--- src/rtl/regfile_arbiter.sv ---
// Arbitrates the single register-file port between the CPU controller and a host debug port.
// Fixed CPU priority with host anti-starvation, plus an exclusive host lock that stalls the CPU.
module regfile_arbiter #(
   parameter int ADDR_W   = 4,
   parameter int DATA_W   = 8,
   parameter int MAX_WAIT = 4
) (
   input  logic              clk,
   input  logic              reset,
   input  logic              cpu_req,
   input  logic              cpu_we,
   input  logic [ADDR_W-1:0] cpu_addr,
   input  logic [DATA_W-1:0] cpu_wdata,
   output logic              cpu_gnt,
   output logic              cpu_rvalid,
   output logic [DATA_W-1:0] cpu_rdata,
   input  logic              host_req,
   input  logic              host_we,
   input  logic [ADDR_W-1:0] host_addr,
   input  logic [DATA_W-1:0] host_wdata,
   input  logic              host_lock,
   output logic              host_gnt,
   output logic              host_rvalid,
   output logic [DATA_W-1:0] host_rdata,
   output logic              host_locked,
   output logic              rf_we,
   output logic [ADDR_W-1:0] rf_addr,
   output logic [DATA_W-1:0] rf_wdata,
   input  logic [DATA_W-1:0] rf_rdata
);

   localparam int CNT_W = 4;
   localparam logic [CNT_W-1:0] MAX_WAIT_C = CNT_W'(MAX_WAIT);

   typedef enum logic {
      ST_SHARED,
      ST_LOCKED
   } state_t;

   state_t              state_reg;
   logic [CNT_W-1:0]    wait_cnt_reg;
   logic [CNT_W-1:0]    wait_cnt_next;
   logic                host_locked_reg;
   logic                cpu_rvalid_reg;
   logic                host_rvalid_reg;
   logic [DATA_W-1:0]   cpu_rdata_reg;
   logic [DATA_W-1:0]   host_rdata_reg;
   logic                host_prio;

   assign host_prio = (wait_cnt_reg == MAX_WAIT_C);

   // Grants are combinational so the access happens in the request cycle; reset masks them.
   always_comb begin
      cpu_gnt  = 1'b0;
      host_gnt = 1'b0;
      if (!reset) begin
         if (state_reg == ST_LOCKED) begin
            host_gnt = host_req;
         end else if (cpu_req && host_req) begin
            if (host_prio) host_gnt = 1'b1;
            else           cpu_gnt  = 1'b1;
         end else begin
            cpu_gnt  = cpu_req;
            host_gnt = host_req;
         end
      end
   end

   always_comb begin
      wait_cnt_next = wait_cnt_reg;
      if (host_gnt)
         wait_cnt_next = '0;
      else if (host_req && (wait_cnt_reg < MAX_WAIT_C))
         wait_cnt_next = wait_cnt_reg + 1'b1;
   end

   // AND-OR mux: grants are one-hot or zero, so no grant drives all-zero onto the port.
   assign rf_we = (cpu_gnt & cpu_we) | (host_gnt & host_we);

   genvar gi;
   generate
      for (gi = 0; gi < ADDR_W; gi++) begin : g_addr_mux
         assign rf_addr[gi] = (cpu_gnt & cpu_addr[gi]) | (host_gnt & host_addr[gi]);
      end
      for (gi = 0; gi < DATA_W; gi++) begin : g_wdata_mux
         assign rf_wdata[gi] = (cpu_gnt & cpu_wdata[gi]) | (host_gnt & host_wdata[gi]);
      end
   endgenerate

   always_ff @(posedge clk) begin
      if (reset) begin
         state_reg       <= ST_SHARED;
         host_locked_reg <= 1'b0;
         wait_cnt_reg    <= '0;
         cpu_rvalid_reg  <= 1'b0;
         host_rvalid_reg <= 1'b0;
         cpu_rdata_reg   <= '0;
         host_rdata_reg  <= '0;
      end else begin
         case (state_reg)
            ST_SHARED: begin
               if (host_lock) begin
                  state_reg       <= ST_LOCKED;
                  host_locked_reg <= 1'b1;
               end
            end
            ST_LOCKED: begin
               if (!host_lock) begin
                  state_reg       <= ST_SHARED;
                  host_locked_reg <= 1'b0;
               end
            end
            default: begin
               state_reg       <= ST_SHARED;
               host_locked_reg <= 1'b0;
            end
         endcase
         wait_cnt_reg    <= wait_cnt_next;
         cpu_rvalid_reg  <= cpu_gnt & ~cpu_we;
         host_rvalid_reg <= host_gnt & ~host_we;
         if (cpu_gnt && !cpu_we)   cpu_rdata_reg  <= rf_rdata;
         if (host_gnt && !host_we) host_rdata_reg <= rf_rdata;
      end
   end

   assign cpu_rvalid  = cpu_rvalid_reg;
   assign cpu_rdata   = cpu_rdata_reg;
   assign host_rvalid = host_rvalid_reg;
   assign host_rdata  = host_rdata_reg;
   assign host_locked = host_locked_reg;

endmodule
--- config.mk ---
export PLATFORM = sky130hd
export DESIGN_NAME = regfile_arbiter
export DESIGN_NICKNAME = d
export VERILOG_FILES = /design/src/rtl/regfile_arbiter.sv
export SDC_FILE = /design/constraint.sdc
export NUM_CORES = 1
export LEC_CHECK = 0
export CAP_MARGIN = 20
export CORE_UTILIZATION = 39
export CTS_CLUSTER_DIAMETER = 50
export DETAILED_ROUTE_END_ITERATION = 8
export PLACE_DENSITY = 0.82
export SYNTH_ARGS = -nofsm -noshare
export SYNTH_HDL_FRONTEND = slang
export SYNTH_SLANG_ARGS = --single-unit
export TNS_END_PERCENT = 50
--- constraint.sdc ---
create_clock -name clk -period 2 [get_ports clk]
set_clock_uncertainty 0.1 [all_clocks]
set_input_delay 0.3 -clock clk [delete_from_list [all_inputs] [get_ports clk]]
set_output_delay 0.3 -clock clk [all_outputs]
set_load 0.05 [all_outputs]
==> results of run 1 <==
critical path, delay by kind of cell, from the launching register on:
kind / cells / cell delay, ns
flops: 1 / 0.36
compound gates: 2 / 0.33
simple gates: 1 / 0.23
buf+inv: 3 / 0.35
fa+ha+maj: 1 / 0.15
cell usage in the layout (no fill, tap or decap), types with 3 or more instances in the layout:
| cell type | netlist | final |
|---|---|---|
| nor2b_1 | 3 | 3 |
| buf_4 | 2 | 12 |
| mux2i_1 | 17 | 17 |
| clkbuf_4 | 0 | 3 |
| o211ai_1 | 13 | 13 |
| clkdlybuf4s50_1 | 0 | 57 |
| nor3_1 | 6 | 6 |
| buf_12 | 0 | 17 |
| a21oi_2 | 0 | 13 |
| dfxtp_1 | 24 | 22 |
| nand3_1 | 13 | 13 |
| nand2b_1 | 25 | 25 |
routing by layer:
metal | vias to the layer above | part of all wire [%] | global-route usage, %
met2 | 56 | 53 | 40.7
met1 | 667 | 39 | 26.7
met5 | - | 0 | 0
li1 | 689 | - | -
met4 | 0 | 1.7 | 6.17
met3 | 6 | 5.8 | 4.48
where the power goes:
part,switching [uW],total (uW),internal [uW]
Combinational,251,486,236
Sequential,11.2,511,500
Clock,152,263,112
Total,413,1260,847
area by class of cell:
cell class,count,area (sq um)
multi-input combinational,109,863
clock buffer,4,36.3
inverter,4,15.0
fill,234,858
tap,46,57.6
timing repair buffer,88,1020
sequential,24,483
cell families (layout without fill, tap and decap cells):
| kind of cell | count (synthesis) | in the layout | synth area share, % |
|---|---|---|---|
| AO/OA/AOI/OAI | 33 | 33 | 16.5 |
| AND/OR/NAND/NOR | 56 | 56 | 25.7 |
| buffers and inverters | 18 | 96 | 7.30 |
| multiplexers | 17 | 17 | 12.6 |
| adder cells (fa/ha/maj) | 2 | 2 | 1.85 |
| flip-flops | 24 | 24 | 35.5 |
| XOR/XNOR | 1 | 1 | 0.647 |
stage by stage:
stage | util (%) | total power, uW | hold slack [ns] | setup slack (ns) | std cells
2_1_floorplan | - | 763 | 0.277 | -0.211 | 151
3_3_place_gp | 70.6 | 975 | 0.360 | -0.0568 | 269
3_5_place_dp | 70.6 | 986 | 0.370 | -0.0705 | 269
4_1_cts | 73.9 | 1260 | 0.393 | -0.144 | 275
5_1_grt | 74.3 | 1310 | 0.407 | -0.235 | 275
6_report | 74.3 | 1260 | 0.388 | -0.149 | 275
worst min-delay path by stage:
stage | from | endpoint | slack, ns | depth (start not counted)
2_1_floorplan | cpu_we | cpu_rvalid$_SDFF_PP0_ | 0.28 | 1
3_3_place_gp | host_locked$_SDFFE_PP0P_ | host_locked$_SDFFE_PP0P_ | 0.36 | 2
3_5_place_dp | cpu_rdata[7]$_SDFFE_PP0P_ | cpu_rdata[7]$_SDFFE_PP0P_ | 0.37 | 2
4_1_cts | host_rdata[7]$_SDFFE_PP0P_ | host_rdata[7]$_SDFFE_PP0P_ | 0.39 | 2
5_1_grt | host_rdata[1]$_SDFFE_PP0P_ | host_rdata[1]$_SDFFE_PP0P_ | 0.41 | 2
6_report | host_rdata[7]$_SDFFE_PP0P_ | host_rdata[7]$_SDFFE_PP0P_ | 0.39 | 2
what timing repair did:
item | CTS | global route
resized for setup | 19 | 3
endpoints found under the setup margin | 15 | 15
pin swaps | 5 | 3
buffers inserted | 2 | 0
==> qor.csv, run 1 <==
stage;metric;value;unit
outcome;status;finished, violations left;
outcome;failing checks;setup timing;
critical_path;startpoint types;flip-flop;
place;gpl congestion;0.713;
floorplanning;Initial Utilization;40.6;%
place;Detail Placement HPWL;3070;um
timing;Max Slew Vio Count;0;
layout;fin nets;271;
drt;initial detailed-routing violation count;56;
critical_path;crit path capture;rf_addr[2];
floorplanning;Core Box Area;3340;sq um
drt;WL/cell;14.6;um
timing;final setup fails;14;
cts;Num CTS Buffers;3;
drt;Post-Route WL;4020;um
synth;Syn. warnings;0;
timing;PnR worst setup slack;-0.149;ns
place;Area after DPL;2350;sq um
floorplanning;die height;60.9;um
timing;setup_tns;-1.30;ns
floorplanning;Row Count;21;
critical_path;Critical Path RT;1.60;ns
synth;Post-synth top cells;nand2b_1, dfxtp_1, mux2i_1;
drt;number of remaining DRC errors;0;
synth;Net Count, Synth;192;
place;PortBufs;72;
synth;Post-synth EDFFs;0;
critical_path;Arr. time, crit path;1.75;ns
cts;Sink Count;24;
cts;H-tree depth reported by CTS;1;
layout;Area Growth Syn to Fin;83.1;%
drt;antenna-violating nets left;0;
cts;CTS tree;yes;
pwr;LEAKAGE;0.000933;uW
synth;Post-synth ARST share;0;%
critical_path;Crit-path slowest cell;dfxtp_2;
timing;worst relative slew slack;65.9;%
synth;cell taking the most area after synthesis;dfxtp_1;
pwr;VDD IR max;0.000356;V
global_route;total gr overflow;0;
timing;RSZ-0062 raised after global routing;yes;
layout;# diodes;0;
timing;Max Freq;465;MHz
timing;final number of hold-violating endpoints;0;
critical_path;reg-to-reg endpoint;host_rdata[3]$_SDFFE_PP0P_;
floorplanning;Die X;60.9;um
floorplanning;Die ar.;3710;sq um
layout;layout cells sized above 1;27.1;%
timing;worst-margin pin slew;0.511;ns
synth;Synth Cell Area;1350;sq um
critical_path;CP cell instances;inv_2 > ha_4 > and3b_2 > buf_6 > o211ai_1 > a21oi_2 > buf_12;
timing;fin crit period;2.15;ns
critical_path;CP endpoint kind;primary output;
synth;mean post-synth cell area;8.97;sq um
cts;clk slew on worst S/H paths;0.13;ns
global_route;vias in the first global route;1385;
timing;period utilization;107;%
synth;post-synthesis cell count;151;
synth;most numerous cell in the Yosys netlist;nand2b_1;
cts;clock tree buffer depth;2;
synth;synth unique cells;28;
synth;Yosys top cell area share;35.5;%
critical_path;r2r startpoint;wait_cnt_reg[1]$_SDFFE_PP0P_;
drt;via count;1418;
pwr;cell area power density;508;nW/um^2
critical_path;critical path's largest stage delay;0.36;ns
synth;Synth area leaders;dfxtp_1, mux2i_1, nand2b_1;
drt;via density per instance;5.16;
critical_path;worst-path fanout max;6;
critical_path;Crit Path Class;flip-flop to primary output;
critical_path;Setup crit start;wait_cnt_reg[1]$_SDFFE_PP0P_;
job;Max Cap Violations;0;
synth;Synth Flop Type;dfxtp_1;
floorplanning;I/O Pins;73;
cts;clk root buf;clkbuf_4;
global_route;GRT Util Overall;22.4;%
layout;final design instance area without fill;2480;sq um
synth;Seq/Total Area, Yosys;35.5;%
global_route;first-pass GRT wire length;6240;um
synth;register bit total from synthesis;24;
cts;hold buffers post-CTS;0;
critical_path;Worst R2R Setup Slack;0.32;ns
drt;drt pass-1 iters;4;
worst_hold_path;HP Class;flip-flop to flip-flop;
cts;Clock Latency Late Sink;0.32;ns
critical_path;R2R cell count;7;
global_route;initial antenna violation count;0;
global_route;largest net degree at the start of global routing;28;
Power figures use the tool's default switching activity.
==> inputs of run 2 (changes only) <==
SLEW_MARGIN = 30   (was not set)
==> results of run 2 <==
No change in the layout: final DEF, timing and power equal those of run 1.
